<file path="src/rtl/day012_ram_arb_pkg.sv">
`default_nettype none
// ============================================================================
// Module : day012_ram_arb_pkg
// Brief  : Shared types, default sizes and width helper for the RAM arbiter.
// Rev    : 1.0 - initial release
// ============================================================================
package day012_ram_arb_pkg;

  localparam int DEF_DATA_WIDTH = 8;
  localparam int DEF_DEPTH      = 8;
  localparam int DEF_NUM_REQ    = 2;
  localparam int DEF_MAX_LOCK   = 4;

  typedef enum logic [0:0] {
    ARB    = 1'b0,
    LOCKED = 1'b1
  } arb_state_t;

  // Bits needed to index `value` items; never less than 1 so a
  // single-entry space still yields a legal vector width.
  function automatic int clog2(input int value);
    int width;
    width = 1;
    for (int i = 1; i < 32; i++) begin
      if ((1 << width) < value) width = width + 1;
    end
    return width;
  endfunction

endpackage
`default_nettype wire

</file>
<file path="src/rtl/day012_rr_picker.sv">
`default_nettype none
// ============================================================================
// Module : day012_rr_picker
// Brief  : Combinational rotating-priority encoder. Starting at index ptr and
//          wrapping mod NUM_REQ, the first asserted req wins (one-hot gnt).
// Rev    : 1.0 - initial release
// ============================================================================
module day012_rr_picker
  import day012_ram_arb_pkg::*;
#(
  parameter int NUM_REQ   = DEF_NUM_REQ,
  parameter int PTR_WIDTH = clog2(NUM_REQ)
) (
  input  logic [NUM_REQ-1:0]   req,
  input  logic [PTR_WIDTH-1:0] ptr,
  output logic [NUM_REQ-1:0]   gnt
);

  int   w_idx;
  logic w_found;

  // Walk the requesters from ptr upward, wrapping once, and keep the first hit.
  always_comb begin
    gnt     = '0;
    w_found = 1'b0;
    w_idx   = 0;
    for (int off = 0; off < NUM_REQ; off++) begin
      w_idx = int'(ptr) + off;
      if (w_idx >= NUM_REQ) w_idx = w_idx - NUM_REQ;
      if (!w_found && req[w_idx]) begin
        gnt[w_idx] = 1'b1;
        w_found    = 1'b1;
      end
    end
  end

endmodule
`default_nettype wire

</file>
<file path="src/rtl/day012_ram_arbiter.sv">
`default_nettype none
// ============================================================================
// Module : day012_ram_arbiter
// Brief  : Round-robin arbiter sharing one single-port RAM (async read, sync
//          write) among NUM_REQ valid/ready requesters. Reads return a
//          one-cycle response pulse with registered data.
//          Build option RAM_ARB_LOCK_EN: honour req_lock_i with a bounded
//          (MAX_LOCK) burst lock held by a small ARB/LOCKED FSM.
// Rev    : 1.0 - initial release
// ============================================================================
module day012_ram_arbiter
  import day012_ram_arb_pkg::*;
#(
  parameter int DATA_WIDTH = DEF_DATA_WIDTH,
  parameter int DEPTH      = DEF_DEPTH,
  parameter int ADDR_WIDTH = clog2(DEPTH),
  parameter int NUM_REQ    = DEF_NUM_REQ,
  parameter int MAX_LOCK   = DEF_MAX_LOCK
) (
  input  logic                          clk_i,
  input  logic                          rst_i,
  input  logic [NUM_REQ-1:0]            req_valid_i,
  input  logic [NUM_REQ-1:0]            req_we_i,
  input  logic [NUM_REQ*ADDR_WIDTH-1:0] req_addr_i,
  input  logic [NUM_REQ*DATA_WIDTH-1:0] req_wdata_i,
  input  logic [NUM_REQ-1:0]            req_lock_i,
  output logic [NUM_REQ-1:0]            req_ready_o,
  output logic [NUM_REQ-1:0]            rsp_valid_o,
  output logic [DATA_WIDTH-1:0]         rsp_rdata_o,
  output logic [ADDR_WIDTH-1:0]         ram_addr_o,
  output logic                          ram_wr_en_o,
  output logic [DATA_WIDTH-1:0]         ram_data_o,
  input  logic [DATA_WIDTH-1:0]         ram_data_i
);

  localparam int                   PTR_WIDTH = clog2(NUM_REQ);
  localparam logic [PTR_WIDTH-1:0] LAST_IDX  = PTR_WIDTH'(NUM_REQ - 1);

  logic [PTR_WIDTH-1:0]  r_rr_ptr;
  logic [NUM_REQ-1:0]    w_pick;
  logic [NUM_REQ-1:0]    w_gnt;
  logic [PTR_WIDTH-1:0]  w_idx;
  logic                  w_accept;
  logic                  w_read;
  logic [ADDR_WIDTH-1:0] w_sel_addr;
  logic [DATA_WIDTH-1:0] w_sel_wdata;
  logic [ADDR_WIDTH-1:0] r_addr_hold;
  logic [NUM_REQ-1:0]    r_rsp_valid;
  logic [DATA_WIDTH-1:0] r_rsp_rdata;

  day012_rr_picker #(
    .NUM_REQ   (NUM_REQ),
    .PTR_WIDTH (PTR_WIDTH)
  ) u_picker (
    .req (req_valid_i),
    .ptr (r_rr_ptr),
    .gnt (w_pick)
  );

`ifdef RAM_ARB_LOCK_EN
  localparam int                   CNT_WIDTH = clog2(MAX_LOCK + 1);
  localparam logic [CNT_WIDTH-1:0] LOCK_MAX  = CNT_WIDTH'(MAX_LOCK);
  localparam logic [CNT_WIDTH-1:0] CNT_ONE   = CNT_WIDTH'(1);

  arb_state_t           r_state, w_state_nxt;
  logic [PTR_WIDTH-1:0] r_owner, w_owner_nxt;
  logic [CNT_WIDTH-1:0] r_lock_cnt, w_lock_cnt_nxt;

  // While locked only the owner can be granted; otherwise the rotating pick wins.
  always_comb begin
    w_gnt = '0;
    if (!rst_i) begin
      if (r_state == LOCKED) begin
        if (req_valid_i[r_owner]) w_gnt[r_owner] = 1'b1;
      end else begin
        w_gnt = w_pick;
      end
    end
  end

  // Lock entry, extension, and release (explicit, budget exhausted, or owner idle).
  always_comb begin
    w_state_nxt    = r_state;
    w_owner_nxt    = r_owner;
    w_lock_cnt_nxt = r_lock_cnt;
    case (r_state)
      ARB: begin
        if (w_accept && req_lock_i[w_idx] && (MAX_LOCK > 1)) begin
          w_state_nxt    = LOCKED;
          w_owner_nxt    = w_idx;
          w_lock_cnt_nxt = CNT_ONE;
        end
      end
      LOCKED: begin
        if (w_accept && req_lock_i[r_owner] && ((r_lock_cnt + CNT_ONE) < LOCK_MAX)) begin
          w_lock_cnt_nxt = r_lock_cnt + CNT_ONE;
        end else begin
          w_state_nxt    = ARB;
          w_lock_cnt_nxt = '0;
        end
      end
      default: begin
        w_state_nxt    = ARB;
        w_lock_cnt_nxt = '0;
      end
    endcase
  end

  // Lock FSM state register.
  always_ff @(posedge clk_i) begin
    if (rst_i) begin
      r_state    <= ARB;
      r_owner    <= '0;
      r_lock_cnt <= '0;
    end else begin
      r_state    <= w_state_nxt;
      r_owner    <= w_owner_nxt;
      r_lock_cnt <= w_lock_cnt_nxt;
    end
  end
`else
  logic w_unused_lock;
  assign w_unused_lock = ^req_lock_i;

  // Pure round-robin: the rotating pick is the grant, suppressed during reset.
  always_comb begin
    w_gnt = rst_i ? '0 : w_pick;
  end
`endif

  // Binary index of the one-hot grant (0 when nobody is granted).
  always_comb begin
    w_idx = '0;
    for (int k = 0; k < NUM_REQ; k++) begin
      if (w_gnt[k]) w_idx = PTR_WIDTH'(k);
    end
  end

  assign w_accept    = |w_gnt;
  assign w_sel_addr  = req_addr_i[w_idx*ADDR_WIDTH +: ADDR_WIDTH];
  assign w_sel_wdata = req_wdata_i[w_idx*DATA_WIDTH +: DATA_WIDTH];
  assign w_read      = w_accept & ~req_we_i[w_idx];

  assign req_ready_o = w_gnt;
  assign ram_addr_o  = w_accept ? w_sel_addr : r_addr_hold;
  assign ram_data_o  = w_sel_wdata;
  assign ram_wr_en_o = w_accept & req_we_i[w_idx];
  assign rsp_valid_o = r_rsp_valid;
  assign rsp_rdata_o = r_rsp_rdata;

  // Advance the RR pointer past the winner, capture read data, hold the idle address.
  always_ff @(posedge clk_i) begin
    if (rst_i) begin
      r_rr_ptr    <= '0;
      r_addr_hold <= '0;
      r_rsp_valid <= '0;
      r_rsp_rdata <= '0;
    end else begin
      r_rsp_valid <= w_read ? w_gnt : '0;
      if (w_accept) begin
        r_rr_ptr    <= (w_idx == LAST_IDX) ? '0 : (w_idx + PTR_WIDTH'(1));
        r_addr_hold <= w_sel_addr;
      end
      if (w_read) r_rsp_rdata <= ram_data_i;
    end
  end

endmodule
`default_nettype wire

</file>
<file path="config.mk">
export PLATFORM = sky130hd
export DESIGN_NAME = day012_ram_arbiter
export DESIGN_NICKNAME = d
export VERILOG_FILES = /design/src/rtl/day012_ram_arb_pkg.sv /design/src/rtl/day012_rr_picker.sv /design/src/rtl/day012_ram_arbiter.sv
export SDC_FILE = /design/constraint.sdc
export NUM_CORES = 1
export LEC_CHECK = 0
export CAP_MARGIN = 5
export CORE_MARGIN = 8
export CORE_UTILIZATION = 37
export CTS_CLUSTER_SIZE = 16
export DETAILED_ROUTE_END_ITERATION = 6
export PLACE_DENSITY = 0.85
export REMOVE_ABC_BUFFERS = 1
export SLEW_MARGIN = 20
export SYNTH_ARGS = -nofsm -noshare
export SYNTH_HDL_FRONTEND = slang
export SYNTH_SLANG_ARGS = --single-unit
</file>
<file path="constraint.sdc">
create_clock -name clk_i -period 3 [get_ports clk_i]
set_clock_uncertainty 0.15 [all_clocks]
set_input_delay 0.9 -clock clk_i [delete_from_list [all_inputs] [get_ports clk_i]]
set_output_delay 0.9 -clock clk_i [all_outputs]
set_load 0.02 [all_outputs]
</file>
After elaboration in Yosys (flattened, before gate mapping)
Cells that the tools add are included.
{"block": "word_totals", "regBits": 14, "latchBits": 0, "ram_bits": 0, "mem_bits_ro": 0, "out_inout_bits": 24, "memories": 0}
{"block": "op_classes", "n_addsub": 4, "n_mul": 1, "div_mod_pow": 0, "n_lt_le_gt_ge": 7, "n_eq_ne": 0, "shift": 2, "muxes": 21, "n_bitwise": 5, "n_reduce_logical": 6}
{"cell": "$ge A32 B1 Y1 const B", "n": 2}
{"cell": "$lt A32 B3 Y1 const B", "n": 2}
{"cell": "$mux W32", "n": 2}
{"cell": "$ge A32 B3 Y1 const B", "n": 1}
{"cell": "$sub A32 B3 Y32 const B", "n": 1}
{"cell": "$shiftx A16 B5 Y8", "n": 1}
{"cell": "$mux W1", "n": 13}
{"cell": "$mux W2", "n": 3}
{"cell": "$shiftx A6 B4 Y3", "n": 1}
{"cell": "$reduce_or A2 Y1", "n": 2}
{"cell": "$logic_and A1 B1 Y1", "n": 3}
{"cell": "$mul A1 B2 Y3 const B", "n": 1}
{"cell": "$mux W3", "n": 1}
{"cell": "$sub A1 B2 Y3 const B", "n": 1}
{"cell": "$add A1 B1 Y2 const B", "n": 1}
{"cell": "$and A1 B1 Y1", "n": 2}
{"cell": "$demux W1 S1", "n": 2}
{"cell": "$ge A1 B2 Y1 const B", "n": 1}
{"cell": "$lt A1 B2 Y1 const B", "n": 1}
{"cell": "$not A1 Y1", "n": 2}
{"cell": "$or A2 B2 Y2", "n": 1}
{"cell": "$add A1 B1 Y1 const B", "n": 1}
{"cell": "$logic_not A1 Y1", "n": 1}

Longest topological paths before layout
Gate-level depths: netlist (run 1).
{"block": "logic_depth", "word_depth": 17, "depth_mapped": 5, "mapped_depth_nobuf": 3}

By module
Synthesis (run 1) repeated with hierarchy kept, for this count alone.
{"block": "unflattened", "cells_unflattened": 108, "area_unflattened_um2": 779.5}
{"mod": "day012_ram_arbiter", "instances": 1, "cells_per_inst": 105, "area_per_inst_um2": 760.7, "seq_area_each_um2": 280.3}
{"mod": "day012_rr_picker", "instances": 1, "cells_per_inst": 3, "area_per_inst_um2": 18.8, "seq_area_each_um2": 0.0}

Worst setup path before layout (run 1)
No wires, ideal clock.
{"block": "synth_path", "path_kind": "input -> output", "from": "input rst_i", "to": "output ram_addr_o[0]", "arrival_time_ps": 1810, "required_time_ps": 1950, "setup_slack_ps": 140, "path_stages": 4, "n_path_buf": 2, "path_cell_list": "clkbuf_1 > buf_2 > nor3_1 > nor3_1"}
{"block": "synth_between", "elab_chain_cells": 5}
{"item": "from (decl)", "line": "day012_ram_arbiter.sv:21", "source": "input logic rst_i,"}
{"item": "$mux W2 (*)", "line": "day012_ram_arbiter.sv:127", "source": "w_gnt = rst_i ? '0 : w_pick;"}
{"item": "$mux W1", "line": "day012_ram_arbiter.sv:135", "source": "if (w_gnt[k]) w_idx = PTR_WIDTH'(k);"}
{"item": "$mul A1 B2 Y3", "line": "day012_ram_arbiter.sv:140", "source": "assign w_sel_addr = req_addr_i[w_idx*ADDR_WIDTH +: ADDR_WIDTH];"}
{"item": "$shiftx A6 B4 Y3", "line": "day012_ram_arbiter.sv:140"}
{"item": "$mux W3 (*)"}
{"item": "to (decl)", "line": "day012_ram_arbiter.sv:30", "source": "output logic [ADDR_WIDTH-1:0] ram_addr_o,"}
Mark *: on every way between the ends. The rest lies on a longest branch, timed or not.

Final worst setup path (run 1)
{"block": "layout_path", "from": "input req_valid_i[1]", "to": "output ram_addr_o[1]"}
{"block": "layout_between", "elab_chain_cells": 12}
{"item": "from (decl)", "line": "day012_ram_arbiter.sv:22", "source": "input logic [NUM_REQ-1:0] req_valid_i,"}
{"item": "$mux W1 (not written as such) (3 in series)", "line": "day012_rr_picker.sv:30", "source": "if (!w_found && req[w_idx]) begin"}
{"item": "$mux W1", "line": "day012_rr_picker.sv:30"}
{"item": "$logic_not A1 Y1", "line": "day012_rr_picker.sv:30"}
{"item": "$logic_and A1 B1 Y1", "line": "day012_rr_picker.sv:30"}
{"item": "$mux W2 (*)", "line": "day012_rr_picker.sv:30"}
{"item": "$mux W2 (*)", "line": "day012_ram_arbiter.sv:127"}
{"item": "$mux W1", "line": "day012_ram_arbiter.sv:135"}
{"item": "$mul A1 B2 Y3", "line": "day012_ram_arbiter.sv:140"}
{"item": "$shiftx A6 B4 Y3", "line": "day012_ram_arbiter.sv:140"}
{"item": "$mux W3 (*)"}
Mark *: on every way between the ends. The rest lies on a longest branch, timed or not. The select of a mux whose other input is x is not followed.

==> results of run 1 <==
-- registers in the layout (all words and copies together) (netlist names) --
name / count
r_addr_hold: 3
r_rr_ptr: 1
rsp_rdata_o: 8
rsp_valid_o: 2
-- power by group --
| part | switching, mW | internal [mW] | total [mW] |
|---|---|---|---|
| clock | 0.0633 | 0.0468 | 0.110 |
| sequential | 0.00796 | 0.199 | 0.207 |
| combinational | 0.108 | 0.150 | 0.258 |
-- synth_stat cells --
library cell | number | area (um^2)
buf_4 | 1 | 7.51
dfxtp_1 | 14 | 280
nor4_1 | 3 | 18.8
o21ai_0 | 1 | 5.00
a21oi_1 | 4 | 20.0
clkbuf_1 | 2 | 7.51
a2bb2oi_4 | 1 | 26.3
nand3b_1 | 1 | 7.51
mux2i_1 | 8 | 80.1
or3b_1 | 3 | 26.3
mux2_1 | 8 | 90.1
and2b_1 | 1 | 7.51
buf_6 | 1 | 11.3
nand2_1 | 1 | 3.75
buf_2 | 3 | 15.0
nand3_1 | 2 | 10.0
o31ai_1 | 3 | 22.5
inv_1 | 1 | 3.75
or2_2 | 3 | 18.8
nor2_1 | 9 | 33.8
nand2b_1 | 19 | 119
a21bo_1 | 1 | 10.0
nand2b_2 | 1 | 8.76
nor3_1 | 7 | 35.0
-- critical path: stages --
cell and delay [ns]:
clkbuf_4 0.17, or3b_1 0.37, a21oi_2 0.22, nor3_2 0.09, buf_4 0.17
-- layout make-up --
class / instances / share of cell area, %
clock buffer: 3 / 1.28
multi-input combinational: 76 / 34.5
timing repair buffer: 89 / 46.0
sequential: 14 / 15.9
tap: 28 / 1.99
inverter: 1 / 0.214
-- metrics by stage --
step           utilization (%)  cell area, um^2
2_1_floorplan                -              827
3_3_place_gp              71.8             1590
3_5_place_dp              71.8             1590
4_1_cts                   78.1             1730
5_1_grt                   79.5             1760
6_report                  79.5             1760
-- cells by family (layout without fill, tap and decap cells) --
| logic type | Yosys count | in the layout | synth area share, % |
|---|---|---|---|
| muxes | 16 | 16 | 19.6 |
| AOI/OAI and AO/OA | 10 | 10 | 9.65 |
| buffers and inverters | 8 | 93 | 5.19 |
| DFF | 14 | 14 | 32.3 |
| and+or+nand+nor | 50 | 50 | 33.3 |
-- metal layers --
metal  vias up  routed length (um)
met1       507                1380
met3        12                 248
met2        52                1950
met5         -                   0
met4         0                 114
li1        506                   -
-- worst max-delay path by stage --
stage	endpoint	depth (start not counted)
after floorplan	ram_data_o[0]	3
after global placement	ram_addr_o[2]	6
after detailed placement	ram_addr_o[2]	6
after CTS	ram_addr_o[1]	5
after global routing	ram_addr_o[1]	5
final	ram_addr_o[1]	5
-- what timing repair did --
action                                  4_1_cts  5_1_grt
endpoints found under the setup margin       14       12
pin swaps                                     6        8
cloned                                        1        0
gates resized for setup                     102       12
setup buffers                                10        1
hold buffers                                  0        0
==> results.py, run 1 <==
metrics = {
    "outcome": {
        "status": "complete, no violations",
    },
    "floorplanning": {
        "dieArea_um2": 4150,
        "core-area_um2": 2210,
        "row_count": 17,
        "io_pins": 62,
        "fp.dieH_um": 64.4,
        "start_util_pct": 39.3,
        "chipWidth_um": 64.4,
    },
    "setup_path": {
        "startpoint": "req_valid_i[1]",
        "crit_required_ns": 1.95,
        "path_class": "in2out",
        "r2r_slack_ns": 1.31,
        "critPathMaxFanout": 10,
        "cp-end-kind": "output pin",
        "rr_startpoint": "r_addr_hold[1]",
        "start_kind": "input port",
        "cp_data_arrival_time_ns": 1.92,
        "r2r_end": "r_addr_hold[1]",
        "ff2ff_path_depth": 9,
    },
    "finish": {
        "antenna_cells": 0,
        "multi_input_area_um2": 607,
        "drive_above_1_share_pct": 38.3,
        "seqCellArea_um2": 280,
        "final_cell_mix": "39 x clkdlybuf4s50_1, 30 x buf_4, 19 x nand2b_1, 14 x dfxtp_1, 12 x buf_6",
        "areaGrowthSynthToFinish_pct": 102,
        "final_common_cell": "clkdlybuf4s50_1",
        "fin_nets": 223,
        "fin_cells": 211,
        "fillers": 142,
    },
    "placed_design": {
        "portBuffers": 59,
        "place_hpwl_mm": 2.60,
        "dpl_worst_slack_ns": -0.866,
        "placedCellCount": 196,
        "routabilityCongestion": 0.820,
    },
    "sta": {
        "finalSetupTns_ns": 0,
        "finalCritPeriodShare_pct": 99.1,
        "setup_viol": 0,
        "rsz0062_at_grt": "true",
        "holdWs_ns": 0.328,
        "setup_ws_ns": 0.0276,
        "max-slew-margin-rel_pct": 75.4,
        "fmax_mhz": 336,
        "min_period_ns": 2.97,
        "worstMarginPinSlew_ns": 0.367,
        "finalMaxSlewViolations": 0,
        "finalHoldViolCount": 0,
    },
    "routing": {
        "wirelength_mm": 3.69,
        "drc_errors": 0,
        "dr.first_iter.drc_count": 28,
        "vias": 1077,
        "wire_per_inst_um": 17.5,
        "drtPass1Iterations": 4,
        "ant_nets": 0,
        "routed_via_density": 5.10,
    },
    "pwr": {
        "power_density_nw_per_um2": 327,
        "finalPower_mw": 0.575,
        "p_leak_nw": 0.811,
        "vdd_ir_drop_max_uv": 299,
    },
    "cts": {
        "cts_buffer_depth": 2,
        "clk_latency_ns": 0.29,
        "h-tree-depth": 1,
        "cts_buffers": 3,
        "root_buffer": "clkbuf_4",
        "cts_tree": "done",
        "clkTransAtPathRegs_ns": 0.08,
        "cts_num_sinks": 14,
    },
    "synthesis": {
        "synth_area_per_cell_um2": 8.86,
        "synth.distinct_cells": 24,
        "syn_area_um2": 868,
        "ys_seq_elements": 14,
        "syn_inst": 98,
        "yosysWarnings": 0,
        "ys_seq_area_share_pct": 32.3,
    },
    "global_routing": {
        "grt_first_pass_wirelength_mm": 5.48,
        "use_met3_pct": 6.36,
        "grt_overflow": 0,
        "antenna_found_initial": 0,
        "grt_pass1_vias": 1129,
        "grt_usage_pct": 16.8,
        "top_usage_layer": "met2",
        "grt_start_max_net_pins": 18,
        "met1_usage_pct": 16.4,
        "use_met2_pct": 30.9,
    },
    "job": {
        "maxCapViolations": 0,
    },
    "min_path": {
        "hp-start": "rsp_rdata_o[2]",
        "hold_depth": 2,
        "hold_end": "rsp_rdata_o[2]",
        "hp-class": "reg2reg",
    },
}
No activity file was read; power rests on OpenSTA's default activity.
==> run 2: changes to the inputs <==
==> constraint.sdc (replaced) <==
create_clock -name clk_i -period 3.5 [get_ports clk_i]
set_clock_uncertainty 0.15 [all_clocks]
set_input_delay 1.05 -clock clk_i [delete_from_list [all_inputs] [get_ports clk_i]]
set_output_delay 1.05 -clock clk_i [all_outputs]
set_load 0.02 [all_outputs]
==> run 2 against run 1 <==
Against the previous run: cell area down 9.0%; first-iteration DRC count up 75%; critical endpoint is now ram_addr_o[0]; largest power group unchanged; critical path depth unchanged.
==> results.py, run 2 (synthesis gave the netlist of run 1 again) <==
metrics = {
    "cts": {
        "clkTransAtPathRegs_ns": 0.09,
        "cts_num_sinks": 14,
        "clk_latency_ns": 0.28,
        "root_buffer": "clkbuf_4",
        "cts_buffers": 3,
        "cts_buffer_depth": 2,
        "h-tree-depth": 1,
        "cts_tree": "done",
    },
    "setup_path": {
        "start_kind": "input port",
        "startpoint": "req_addr_i[3]",
        "rr_startpoint": "r_rr_ptr",
        "worstSetupEndpoint": "ram_addr_o[0]",
        "critPathMaxFanout": 2,
        "r2r_end": "rsp_rdata_o[0]",
        "crit_required_ns": 2.30,
        "cp-end-kind": "output pin",
        "path_class": "in2out",
        "ff2ff_path_depth": 4,
        "r2r_slack_ns": 1.97,
        "cp_data_arrival_time_ns": 2.25,
    },
    "finish": {
        "largest_reg_flops": 8,
        "areaGrowthSynthToFinish_pct": 84.1,
        "fin_nets": 213,
        "antenna_cells": 0,
        "fin_cells": 202,
        "final_cell_mix": "42 x clkdlybuf4s50_1, 19 x nand2b_1, 19 x buf_4, 14 x dfxtp_1, 10 x buf_2",
        "drive_above_1_share_pct": 27.0,
        "final_common_cell": "clkdlybuf4s50_1",
    },
    "sta": {
        "finalMaxSlewViolations": 0,
        "finalCritPeriodShare_pct": 98.7,
        "worstMarginPinSlew_ns": 0.359,
        "holdWs_ns": 0.329,
        "max-slew-margin-rel_pct": 76.0,
        "fmax_mhz": 290,
        "min_period_ns": 3.45,
        "finalHoldViolCount": 0,
        "setup_viol": 0,
    },
    "floorplanning": {
        "core-area_um2": 2210,
        "io_pins": 62,
        "dieArea_um2": 4150,
        "fp.dieH_um": 64.4,
        "start_util_pct": 39.3,
        "row_count": 17,
        "chipWidth_um": 64.4,
    },
    "placed_design": {
        "routabilityCongestion": 0.833,
        "placedCellCount": 195,
        "portBuffers": 59,
        "place_hpwl_mm": 2.49,
    },
    "global_routing": {
        "grt_pass1_vias": 1136,
        "antenna_found_initial": 0,
        "grt_overflow": 0,
        "grt_first_pass_wirelength_mm": 5.17,
        "grt_usage_pct": 15.2,
        "grt_start_max_net_pins": 19,
    },
    "pwr": {
        "power_density_nw_per_um2": 298,
        "finalPower_mw": 0.477,
        "vdd_ir_drop_max_uv": 195,
        "p_leak_nw": 0.699,
    },
    "job": {
        "maxCapViolations": 0,
    },
    "routing": {
        "drtPass1Iterations": 4,
        "wirelength_mm": 3.03,
        "routed_via_density": 4.85,
        "dr.first_iter.drc_count": 49,
        "ant_nets": 0,
        "vias": 980,
        "wire_per_inst_um": 15.0,
        "drc_errors": 0,
    },
    "min_path": {
        "hp-class": "reg2reg",
        "hold_depth": 2,
    },
    "outcome": {
        "status": "complete, no violations",
    },
}
[run 2: cell count changes in the layout (fill, tap and decap cells not counted), sizes merged]
cell / change
clkbuf: -1
buf: -12
clkdlybuf4s50: +3
dlygate4sd2: +1
[run 2: how the worst min path moves through the flow]
stage,to,slack (ns),startpoint
2_1_floorplan,r_rr_ptr,0.36,r_rr_ptr
3_3_place_gp,rsp_rdata_o[0],0.31,rsp_rdata_o[0]
3_5_place_dp,rsp_rdata_o[2],0.32,rsp_rdata_o[2]
4_1_cts,rsp_rdata_o[2],0.33,rsp_rdata_o[2]
5_1_grt,rsp_rdata_o[4],0.36,rsp_rdata_o[4]
6_report,rsp_rdata_o[2],0.33,rsp_rdata_o[2]
[run 2: stage by stage]
stage / TNS, ns / cell area (um^2) / setup slack (ns) / utilization, %
floorplan: 0 / 827 / 0.403 / -
finish: 0 / 1600 / 0.0462 / 72.3
global placement: -7.44 / 1580 / -0.617 / 71.4
detailed placement: -7.74 / 1580 / -0.700 / 71.4
global route: -0.0205 / 1600 / -0.0205 / 72.3
CTS: -0.194 / 1610 / -0.194 / 72.7
[run 2: where the power goes]
part | switching (mW) | internal, mW | leakage (nW)
registers | 0.00560 | 0.171 | 0.116
clock network | 0.0538 | 0.0632 | 0.0210
logic | 0.0810 | 0.102 | 0.563
[run 2: cell type report]
| type | count | area [um^2] |
|---|---|---|
| multi-input cells | 76 | 557 |
| fillers | 184 | 613 |
| flip-flops and latches | 14 | 280 |
| well taps | 28 | 35.0 |
| inverters | 1 | 3.75 |
| clock buffers | 4 | 36.3 |
| repair buffers | 79 | 687 |
[run 2: critical path: stages]
cell	delay, ns
clkdlybuf4s50_1	0.42
or3b_4	0.38
a21oi_2	0.15
nor3_1	0.08
buf_4	0.17
[run 2: layer usage]
metal  up-vias  share of wire [%]  track usage [%]
met3         2                 11             7.39
met2        40                 53             28.6
met1       446                 35             14.1
met5         -                  0                0
met4         0               0.89             4.90
li1        492                  -                -
[run 2: repair_timing]
| action | CTS | global route |
|---|---|---|
| gates cloned | 1 | 0 |
| hold buffers | 0 | 0 |
| resized for setup | 56 | 9 |
| setup endpoints to repair | 14 | 6 |
| setup buffers | 1 | 1 |
| pin swaps | 1 | 1 |
==> run 3: changes to the inputs <==
--- a/config.mk
+++ b/config.mk
@@ -5,7 +5,6 @@
 export SDC_FILE = /design/constraint.sdc
 export NUM_CORES = 1
 export LEC_CHECK = 0
-export CAP_MARGIN = 5
 export CORE_MARGIN = 8
 export CORE_UTILIZATION = 37
 export CTS_CLUSTER_SIZE = 16
==> results of run 3 <==
Final layout, timing and power as in run 2 (identical DEF).
